**config.mk**
```make
export PLATFORM = sky130hd
export DESIGN_NAME = instr_decode_buffer
export DESIGN_NICKNAME = d
export VERILOG_FILES = /design/src/rtl/mips_pkg.sv /design/src/rtl/instr_field_decode.sv /design/src/rtl/instr_decode_buffer.sv
export SDC_FILE = /design/constraint.sdc
export NUM_CORES = 1
export LEC_CHECK = 0
export CORE_MARGIN = 1.5
export CORE_UTILIZATION = 38
export DETAILED_ROUTE_END_ITERATION = 12
export PLACE_DENSITY = 0.86
export SKIP_LAST_GASP = 1
export SLEW_MARGIN = 30
export SYNTH_ARGS = -nofsm -noshare
export SYNTH_HDL_FRONTEND = slang
export SYNTH_SLANG_ARGS = --single-unit
```
**constraint.sdc**
```tcl
create_clock -name clk -period 2.6 [get_ports clk]
set_input_delay 0.39 -clock clk [delete_from_list [all_inputs] [get_ports clk]]
set_output_delay 0.39 -clock clk [all_outputs]
set_load 0.03 [all_outputs]
```
**src/rtl/mips_pkg.sv**
```systemverilog
// Shared MIPS decode constants: opcode values, instruction type encoding and field positions.
package mips_pkg;

    localparam int unsigned InstrW = 32;

    localparam logic [5:0] OpRtype = 6'h00;
    localparam logic [5:0] OpJ     = 6'h02;
    localparam logic [5:0] OpJal   = 6'h03;
    localparam logic [5:0] OpBeq   = 6'h04;
    localparam logic [5:0] OpBne   = 6'h05;
    localparam logic [5:0] OpAddi  = 6'h08;
    localparam logic [5:0] OpAndi  = 6'h0C;
    localparam logic [5:0] OpOri   = 6'h0D;
    localparam logic [5:0] OpLw    = 6'h23;
    localparam logic [5:0] OpSw    = 6'h2B;

    typedef enum logic [1:0] {
        TypeR = 2'd0,
        TypeI = 2'd1,
        TypeJ = 2'd2
    } instr_type_e;

    localparam int unsigned OpcodeLsb = 26;
    localparam int unsigned RsLsb     = 21;
    localparam int unsigned RtLsb     = 16;
    localparam int unsigned RdLsb     = 11;
    localparam int unsigned ShamtLsb  = 6;
    localparam int unsigned FunctLsb  = 0;
    localparam int unsigned ImmLsb    = 0;
    localparam int unsigned TargetLsb = 0;

    function automatic logic opcode_legal(input logic [5:0] op);
        return op inside {OpRtype, OpJ, OpJal, OpBeq, OpBne, OpAddi, OpAndi, OpOri, OpLw, OpSw};
    endfunction

endpackage

```
**src/rtl/instr_field_decode.sv**
```systemverilog
// Combinational field extraction and type classification of one 32-bit MIPS instruction.
module instr_field_decode
    import mips_pkg::*;
(
    input  logic [InstrW-1:0] instr,
    output logic [5:0]        opcode,
    output logic [4:0]        rs,
    output logic [4:0]        rt,
    output logic [4:0]        rd,
    output logic [4:0]        shamt,
    output logic [5:0]        funct,
    output logic [31:0]       imm,
    output logic [25:0]       target,
    output logic [1:0]        instr_type
);

    instr_type_e type_enc;

    assign opcode = instr[OpcodeLsb +: 6];
    assign rs     = instr[RsLsb +: 5];
    assign rt     = instr[RtLsb +: 5];
    assign rd     = instr[RdLsb +: 5];
    assign shamt  = instr[ShamtLsb +: 5];
    assign funct  = instr[FunctLsb +: 6];
    assign imm    = {{16{instr[ImmLsb + 15]}}, instr[ImmLsb +: 16]};
    assign target = instr[TargetLsb +: 26];

    always_comb begin
        type_enc = TypeI;
        if (opcode == OpRtype) begin
            type_enc = TypeR;
        end else if (opcode == OpJ || opcode == OpJal) begin
            type_enc = TypeJ;
        end
    end

    assign instr_type = type_enc;

endmodule

```
**src/rtl/instr_decode_buffer.sv**
```systemverilog
// Two-entry instruction buffer between fetch and decode, presenting decoded head fields.
// Optional illegal-opcode flagging is enabled with the ILLEGAL_OPCODE_CHECK_EN macro.
module instr_decode_buffer
    import mips_pkg::*;
#(
    parameter int unsigned PC_W   = 5,
    parameter int unsigned DATA_W = 32
) (
    input  logic              clk,
    input  logic              reset,
    input  logic              flush,
    input  logic              in_valid,
    output logic              in_ready,
    input  logic [DATA_W-1:0] in_instr,
    input  logic [PC_W-1:0]   in_pc,
    output logic              out_valid,
    input  logic              out_ready,
    output logic [PC_W-1:0]   out_pc,
    output logic [5:0]        out_opcode,
    output logic [4:0]        out_rs,
    output logic [4:0]        out_rt,
    output logic [4:0]        out_rd,
    output logic [4:0]        out_shamt,
    output logic [5:0]        out_funct,
    output logic [31:0]       out_imm,
    output logic [25:0]       out_target,
    output logic [1:0]        out_type,
    output logic              out_illegal,
    output logic [1:0]        count
);

    logic [DATA_W-1:0] instr_mem [2];
    logic [PC_W-1:0]   pc_mem    [2];

    logic       wr_ptr_q, wr_ptr_d;
    logic       rd_ptr_q, rd_ptr_d;
    logic [1:0] count_q, count_d;
    logic       push, pop;

    assign in_ready  = (count_q != 2'd2);
    assign out_valid = (count_q != 2'd0);
    assign count     = count_q;

    // Flush wins over both transfers so no stale entry survives it.
    assign push = in_valid && in_ready && !flush;
    assign pop  = out_valid && out_ready && !flush;

    always_comb begin
        count_d  = count_q;
        wr_ptr_d = wr_ptr_q;
        rd_ptr_d = rd_ptr_q;
        if (flush) begin
            count_d  = 2'd0;
            wr_ptr_d = 1'b0;
            rd_ptr_d = 1'b0;
        end else begin
            if (push) wr_ptr_d = ~wr_ptr_q;
            if (pop)  rd_ptr_d = ~rd_ptr_q;
            case ({push, pop})
                2'b10:   count_d = count_q + 2'd1;
                2'b01:   count_d = count_q - 2'd1;
                default: count_d = count_q;
            endcase
        end
    end

    always_ff @(posedge clk) begin
        if (reset) begin
            count_q  <= 2'd0;
            wr_ptr_q <= 1'b0;
            rd_ptr_q <= 1'b0;
        end else begin
            count_q  <= count_d;
            wr_ptr_q <= wr_ptr_d;
            rd_ptr_q <= rd_ptr_d;
        end
    end

    // Storage is deliberately unreset; occupancy alone decides what is valid.
    always_ff @(posedge clk) begin
        if (push) begin
            instr_mem[wr_ptr_q] <= in_instr;
            pc_mem[wr_ptr_q]    <= in_pc;
        end
    end

    assign out_pc = pc_mem[rd_ptr_q];

    instr_field_decode u_field_decode (
        .instr      (instr_mem[rd_ptr_q]),
        .opcode     (out_opcode),
        .rs         (out_rs),
        .rt         (out_rt),
        .rd         (out_rd),
        .shamt      (out_shamt),
        .funct      (out_funct),
        .imm        (out_imm),
        .target     (out_target),
        .instr_type (out_type)
    );

`ifdef ILLEGAL_OPCODE_CHECK_EN
    assign out_illegal = out_valid && !opcode_legal(out_opcode);
`else
    assign out_illegal = 1'b0;
`endif

endmodule

```
Word-level counts from Yosys, hierarchy flattened
Memories as Yosys holds them, arrays and structs flattened. A register that Yosys moved wholly into a read port is not among the register bits. Index checks and enable logic that the tools add are counted.

Bits in registers: 4. Bits in latches: 0. RAM bits: 74. ROM bits: 0. Bits of input ports: 42. Output and inout bits: 102. Word-level logic and storage cells: 33. Memories: 2.

Memory list: instr_mem (depth 2, bits a word 32, read ports 1, clocked after Yosys merged registers in 1, write ports 1, line instr_decode_buffer.sv:32) `logic [DATA_W-1:0] instr_mem [2];`; pc_mem (depth 2, bits a word 5, read ports 1, clocked after Yosys merged registers in 1, write ports 1, line instr_decode_buffer.sv:33) `logic [PC_W-1:0] pc_mem [2];`.

Add/sub/neg operators: 2. $mul: 0. Divide/modulo/power cells: 0. Magnitude comparators: 0. Equal/unequal tests: 5. Shift-type cells: 0. Mux-type cells: 9. Bitwise logic cells: 2. Reductions and logical operators: 10.

Operators with widths (number): $eq A6 B2 Y1 const B (2); $logic_not A6 Y1 (1); $mux W1 (6); $logic_and A1 B1 Y1 (4); $mux W2 (2); $pmux W2 S2 (1); $reduce_bool A2 Y1 (2); $add A2 B1 Y2 const B (1); $eq A2 B1 Y1 const B (1); $eq A2 B2 Y1 const B (1); $ne A2 B2 Y1 const B (1); $not A1 Y1 (2); $reduce_or A2 Y1 (1); $sub A2 B1 Y2 const B (1); $logic_not A1 Y1 (1); $logic_or A1 B1 Y1 (1).

Depth between registers and ports, before layout
Gate-level depths: netlist of run 1.

Depth after elaboration: 5. Gate-level depth with buffers: 7. Depth with buffers taken out: 7.

Cells and area by module
Synthesis of run 1 repeated with hierarchy kept, for this count alone.

Cell total of the unflattened synthesis: 238. Area total of the unflattened synthesis: 3611.0 sq um.

Modules (own cells, without submodules): instr_decode_buffer (times used 1, cells each 144, area an instance 2907.8 sq um, sequential area each 2322.2 sq um); instr_field_decode (times used 1, cells each 94, area an instance 703.2 sq um, sequential area each 0.0 sq um).

Worst setup path before layout of run 1
Ideal clock, no wire load.

Path kind: reg2reg. From: register count_q[0] (netlist: count[0]). To: memory instr_mem[1][0], enable pin. Setup time: 0.431 ns. Arrival: 2.612 ns. Required time: 2.169 ns. Setup slack: -0.443 ns. Cell stages (with the launch flop): 5. Buffers on the path: 0. Period minus slack after synthesis: 3.043 ns. Cell sequence: dfxtp_1 > nor2b_1 > inv_1 > nand2b_1 > nor2_1.

Word-level cells in the longest chain between the ends: 5.

RTL lines: from (decl) (line instr_decode_buffer.sv:37) `logic [1:0] count_q, count_d;`; from (signal assigned) (line instr_decode_buffer.sv:73) `count_q <= count_d;`; $ne A2 B2 Y1 (line instr_decode_buffer.sv:40) `assign in_ready = (count_q != 2'd2);`; named net in_ready (line instr_decode_buffer.sv:13) `output logic in_ready,`; $logic_and A1 B1 Y1 (2 in a row) (line instr_decode_buffer.sv:45) `assign push = in_valid && in_ready && !flush;`; $mux W1 (line instr_decode_buffer.sv:81) `if (push) begin`; $mux W1 (implied by the code) (line instr_decode_buffer.sv:82) `instr_mem[wr_ptr_q] <= in_instr;`; to (decl) (line instr_decode_buffer.sv:32).

The timed path passes the listed nets, and every way through them passes these cells.

==> results.json, run 1 <==
{
  "place_area_um2": 4548,
  "io_pins": 144,
  "fillers": 689,
  "maxCapViolCount": 0,
  "ys_warn_count": 0,
  "drt_iter0_markers": 70,
  "fmax_mhz": 403.7,
  "die_y_um": 97.53,
  "gr-total-overflow": 0,
  "synth_top_cell_area_share": 0.6544,
  "firstDrtPassIters": 4,
  "drive_gt1_frac": 0.2006,
  "cp.required_ns": 2.21,
  "n_antenna_cell": 0,
  "final_core_util": 0.5463,
  "synth-xor-area-share": 0.007738,
  "netlist_instances": 210,
  "antenna_found_initial": 0,
  "power_density_nw_per_um2": 577.5,
  "finalWorstSetupSlack_ns": 0.1229,
  "start_util": 0.3913,
  "rows": 34,
  "criticalPathCategory": "register to output pin",
  "htreeDepth": 3,
  "clkSlewWorstSetupHoldPaths_ns": 0.07,
  "grt_pass1_wl_um": 9446,
  "hold_viol": 0,
  "ir_drop_v": 0.0002914,
  "preCtsSetupSlack_ns": 0.4319,
  "min_period_ns": 2.477,
  "finalPower_mw": 2.738,
  "core_um2": 8678,
  "arrival_ns": 2.09,
  "muxShareOfSynthArea": 0.1227,
  "cts-root-buf": "clkbuf_8",
  "synth-compound-area-share": 0.01105,
  "drv_slew": 0,
  "syn2layout_area_growth_pct": 39.61,
  "yosys.area_share.adder": 0.003685,
  "netlist_top_cells_area": "edfxtp_1 (65%), buf_4 (13%), mux2_2 (12%), dfxtp_1 (2.9%), nand2b_1 (0.55%)",
  "viasPerCell": 4.540,
  "wl_um": 6041,
  "status": "finished, final reports clean",
  "p_leak_nw": 1.597,
  "dieArea_um2": 9512,
  "wl_per_cell_um": 14.49,
  "netlist_area_um2": 3396,
  "rsz0062_at_grt": "no",
  "final_common_cell": "clkdlybuf4s50_1",
  "cp-end-kind": "output pin",
  "synth_top_cell_by_area": "edfxtp_1",
  "stdcell_area_um2": 4741,
  "cts_made_buffers": 9,
  "regArea_um2": 2323,
  "grt_max_degree": 38,
  "worstHoldPathType": "register to register",
  "most-common-layout-cells": "clkdlybuf4s50_1 (140), edfxtp_1 (74), mux2_2 (37)",
  "ys_ff_latch": 79,
  "nets": 347,
  "clock_latency_ns": 0.34,
  "die_x_um": 97.53,
  "dp_hpwl_um": 4203,
  "grt_pass1_vias": 1945,
  "port_buffers": 142,
  "synth_simple_gate_area_frac": 0.02948,
  "antenna_left": 0,
  "crit_path_max_fanout": 19,
  "ys_seq_area_frac": 0.6839,
  "crit_path_start_kind": "register",
  "synth_top_family_by_area": "buffers and inverters",
  "ys_types": 22,
  "vias": 1893,
  "drc_errors": 0,
  "tns_ns": 0,
  "multiInputGateArea_um2": 604.3,
  "grt_usage": 0.1285,
  "place_congestion": 0.7123,
  "timing.final.crit_share": 0.9527,
  "syn_area_per_cell_um2": 16.17,
  "synth_nets": 253,
  "setup_viol": 0,
  "cts_tree": "done",
  "cts_buffer_depth": 2,
  "cts_sinks": 79,
  "fin_skew_ns": 0.009223
}
stage by stage:
stage	hold WS [ns]	std cells
final	0.5024	417
after global placement	0.4703	401
after detailed placement	0.4957	401
after floorplan	0.4609	210
after global routing	0.5357	417
after CTS	0.5059	417
routing by layer:
layer	vias up	wire length (um)	part of all wire	track usage
li1	882	-	-	-
met1	905	2471	0.41	0.1499
met2	100	3094	0.51	0.2206
met3	6	408	0.068	0.04029
met4	0	67	0.011	0.04945
met5	-	0	0	0
critical path: stages, from the launching register on:
cell             delay, ns
dfxtp_2               0.36
buf_4                 0.25
mux2_2                0.49
clkdlybuf4s50_1       0.64
cells by family after synthesis:
group / count (synthesis)
buf+inv: 66
compound gates: 6
other cells: 1
mux: 37
flops: 79
simple gates: 17
fa+ha+maj: 1
xor+xnor: 3
sequential cells by signal (all words and copies together), names as in the netlist, named ones only:
signal and flops:
wr_ptr_q 1, count 2, rd_ptr_q 1, instr_mem 64, pc_mem 10
final timing paths:
path | startpoint | end | slack [ns] | cells past startpoint
min | wr_ptr_q | wr_ptr_q | 0.50 | 2
min reg2reg | wr_ptr_q | wr_ptr_q | 0.50 | 2
max | register | out_imm[28] | 0.12 | 3
max reg2reg | count[1] | count[1] | 0.88 | 6
layout make-up:
type                            instances  area share
Sequential cell                        79      0.4901
Clock inverter                          5     0.01240
Clock buffer                           11     0.02771
Timing Repair Buffer                  146      0.3114
Multi-Input combinational cell         65      0.1275
Inverter                                3    0.002375
Tap cell                              108     0.02850
synthesized netlist by cell type:
| master | number |
|---|---|
| conb_1 | 1 |
| nor2_1 | 5 |
| o22ai_2 | 1 |
| a21oi_1 | 2 |
| xor2_1 | 2 |
| dfxtp_1 | 5 |
| ha_1 | 1 |
| edfxtp_1 | 74 |
| nand2_1 | 1 |
| or4b_1 | 1 |
| or3_1 | 2 |
| mux2_2 | 37 |
| inv_1 | 3 |
| xnor2_1 | 1 |
| o21ai_0 | 3 |
| buf_2 | 3 |
| and2_1 | 1 |
| or4_4 | 1 |
| or2_2 | 2 |
| nand2b_1 | 3 |
| buf_4 | 60 |
| nor2b_1 | 1 |
where the power goes:
group / leakage (nW) / internal (mW) / switching [mW]
logic: 0.787 / 0.203 / 0.235
clock network: 0.0895 / 0.444 / 0.420
registers: 0.721 / 1.43 / 0.00927
what timing repair did:
item | 4_1_cts | 5_1_grt
hold buffers | 0 | 0
setup buffers | 0 | 0
setup endpoints to repair | 0 | 1
gates resized for setup | 0 | 1
No activity file was read; power rests on OpenSTA's default activity.
==> run 2: changes to the inputs <==
--- a/config.mk
+++ b/config.mk
@@ -8,6 +8,7 @@
 export CORE_MARGIN = 1.5
 export CORE_UTILIZATION = 38
 export DETAILED_ROUTE_END_ITERATION = 12
+export MAX_ROUTING_LAYER = met4
 export PLACE_DENSITY = 0.86
 export SKIP_LAST_GASP = 1
 export SLEW_MARGIN = 30
==> run 2 against run 1 <==
Compared with the run above:
- global-route usage increased by 0.37 points
- clock power about the same
- non-clock buffer count stayed put
- worst setup slack hardly changed
- count of clock-buffer cells in the layout unchanged
- largest power group unchanged
- critical path type unchanged
- design area unchanged
- total power is essentially flat
==> results.json, run 2 (synthesis results as in run 1) <==
{
  "fmax_mhz": 403.6,
  "place_area_um2": 4548,
  "numPlacedInstances": 401,
  "wl_um": 6039,
  "status": "finished, final reports clean",
  "die_y_um": 97.53,
  "criticalPathCategory": "register to output pin",
  "rows": 34,
  "fillers": 689,
  "swShare": 0.2421,
  "antenna_found_initial": 0,
  "fin_skew_ns": 0.009255,
  "hold_slack_ns": 0.5014,
  "vias": 1882,
  "final_common_cell": "clkdlybuf4s50_1",
  "rsz0062_at_grt": "no",
  "crit_path_start_kind": "register",
  "largest_reg_flops": 64,
  "min_period_ns": 2.477,
  "grt_usage": 0.1322,
  "arrival_ns": 2.09,
  "cp.required_ns": 2.21,
  "switchingPower_mw": 0.6623,
  "clock_latency_ns": 0.34,
  "drt_iter0_markers": 75,
  "syn2layout_area_growth_pct": 39.61,
  "power_frac_seq": 0.525,
  "grt_max_degree": 38,
  "p_int_mw": 2.073,
  "p_leak_nw": 1.597,
  "clockPowerShare": 0.315,
  "globalRouteMet3Util": 0.03957,
  "setup_viol": 0,
  "gr-total-overflow": 0,
  "gr-usage-met1": 0.1513,
  "dieArea_um2": 9512,
  "clkSlewWorstSetupHoldPaths_ns": 0.07,
  "regMostFlops": "instr_mem",
  "cp-end-kind": "output pin",
  "hold_viol": 0,
  "tns_ns": 0,
  "stdcell_area_um2": 4741,
  "grtUsageMet2": 0.2196,
  "worstHoldPathType": "register to register",
  "cts_made_buffers": 9,
  "grt_pass1_wl_um": 9453,
  "firstDrtPassIters": 4,
  "most-common-layout-cells": "clkdlybuf4s50_1 (140), edfxtp_1 (74), mux2_2 (37)",
  "ir_drop_v": 0.0002891,
  "wl_per_cell_um": 14.48,
  "die_x_um": 97.53,
  "start_util": 0.3913,
  "viasPerCell": 4.513,
  "instances_no_fill": 417,
  "worst_path_max_delay_cell": "clkdlybuf4s50_1",
  "cts_buffer_depth": 2,
  "drv_slew": 0,
  "power_density_nw_per_um2": 577.0,
  "place_congestion": 0.7204,
  "cts-root-buf": "clkbuf_8",
  "cts_sinks": 79,
  "max_stage_delay_ns": 0.64,
  "finalWorstSetupSlack_ns": 0.1226,
  "nets": 347,
  "dp_hpwl_um": 4203,
  "n_antenna_cell": 0,
  "cts_tree": "done",
  "maxCapViolCount": 0,
  "power_frac_comb": 0.160,
  "io_pins": 144,
  "grt-busiest-layer": "met2",
  "cts_setup_buffers": 0,
  "grt_pass1_vias": 1939,
  "worstPathCellList": "buf_4 -> mux2_2 -> clkdlybuf4s50_1",
  "core_um2": 8678,
  "crit_path_max_fanout": 19,
  "hold_buffers": 0,
  "antenna_left": 0,
  "port_buffers": 142,
  "htreeDepth": 3,
  "drive_gt1_frac": 0.2006,
  "timing.final.crit_share": 0.9528,
  "drc_errors": 0,
  "preCtsSetupSlack_ns": 0.4319
}
-- run 2: metal layers --
layer,vias to the layer above,wire length [um]
met5,-,0
met4,0,67
met3,6,390
met2,94,3111
met1,900,2469
li1,882,-
-- run 2: power by group through the flow --
stage                     clock network [mW]  registers [mW]  logic [mW]
after CTS                              0.896            1.44       0.442
after global placement                     0            1.46       0.433
after floorplan                            0            1.46       0.274
after detailed placement                   0            1.46       0.441
after global routing                   0.961            1.44       0.458
final                                  0.862            1.44       0.438
-- run 2: timing repair --
action | 4_1_cts | 5_1_grt
setup endpoints to repair | 0 | 1
endpoints found under the hold margin | 0 | 0
gates resized for setup | 0 | 1
-- run 2: worst paths after layout --
| check | startpoint | to | slack [ns] | cells after the start |
|---|---|---|---|---|
| setup reg to reg | count[1] | count[1] | 0.88 | 6 |
| hold reg to reg | wr_ptr_q | wr_ptr_q | 0.50 | 2 |
| setup / recovery | register | out_imm[28] | 0.12 | 3 |
| hold / removal | wr_ptr_q | wr_ptr_q | 0.50 | 2 |
-- run 2: cell type report --
class / instances / area [um^2] / area share
clock inverters: 5 / 58.81 / 0.01240
flip-flops and latches: 79 / 2323 / 0.4901
clock buffers: 11 / 131.4 / 0.02771
well taps: 108 / 135.1 / 0.02850
inverters: 3 / 11.26 / 0.002375
multi-input cells: 65 / 604.3 / 0.1275
repair buffers: 146 / 1476 / 0.3114
-- run 2: through the flow --
step | util | power [mW]
after floorplan | - | 1.739
after global placement | 0.5241 | 1.895
after detailed placement | 0.5241 | 1.905
after CTS | 0.5460 | 2.775
after global routing | 0.5463 | 2.858
final | 0.5463 | 2.735
-- run 2: critical path: cells and delay by family, from the launching register on --
family / cells / cell delay (ns)
multiplexers: 1 / 0.49
buffers and inverters: 2 / 0.89
flip-flops: 1 / 0.36
==> run 3: changes to the inputs <==
--- a/config.mk
+++ b/config.mk
@@ -11,7 +11,7 @@
 export MAX_ROUTING_LAYER = met4
 export PLACE_DENSITY = 0.86
 export SKIP_LAST_GASP = 1
-export SLEW_MARGIN = 30
+export SLEW_MARGIN = 20
 export SYNTH_ARGS = -nofsm -noshare
 export SYNTH_HDL_FRONTEND = slang
 export SYNTH_SLANG_ARGS = --single-unit
==> results of run 3 <==
Final layout, timing and power as in run 2 (identical DEF).
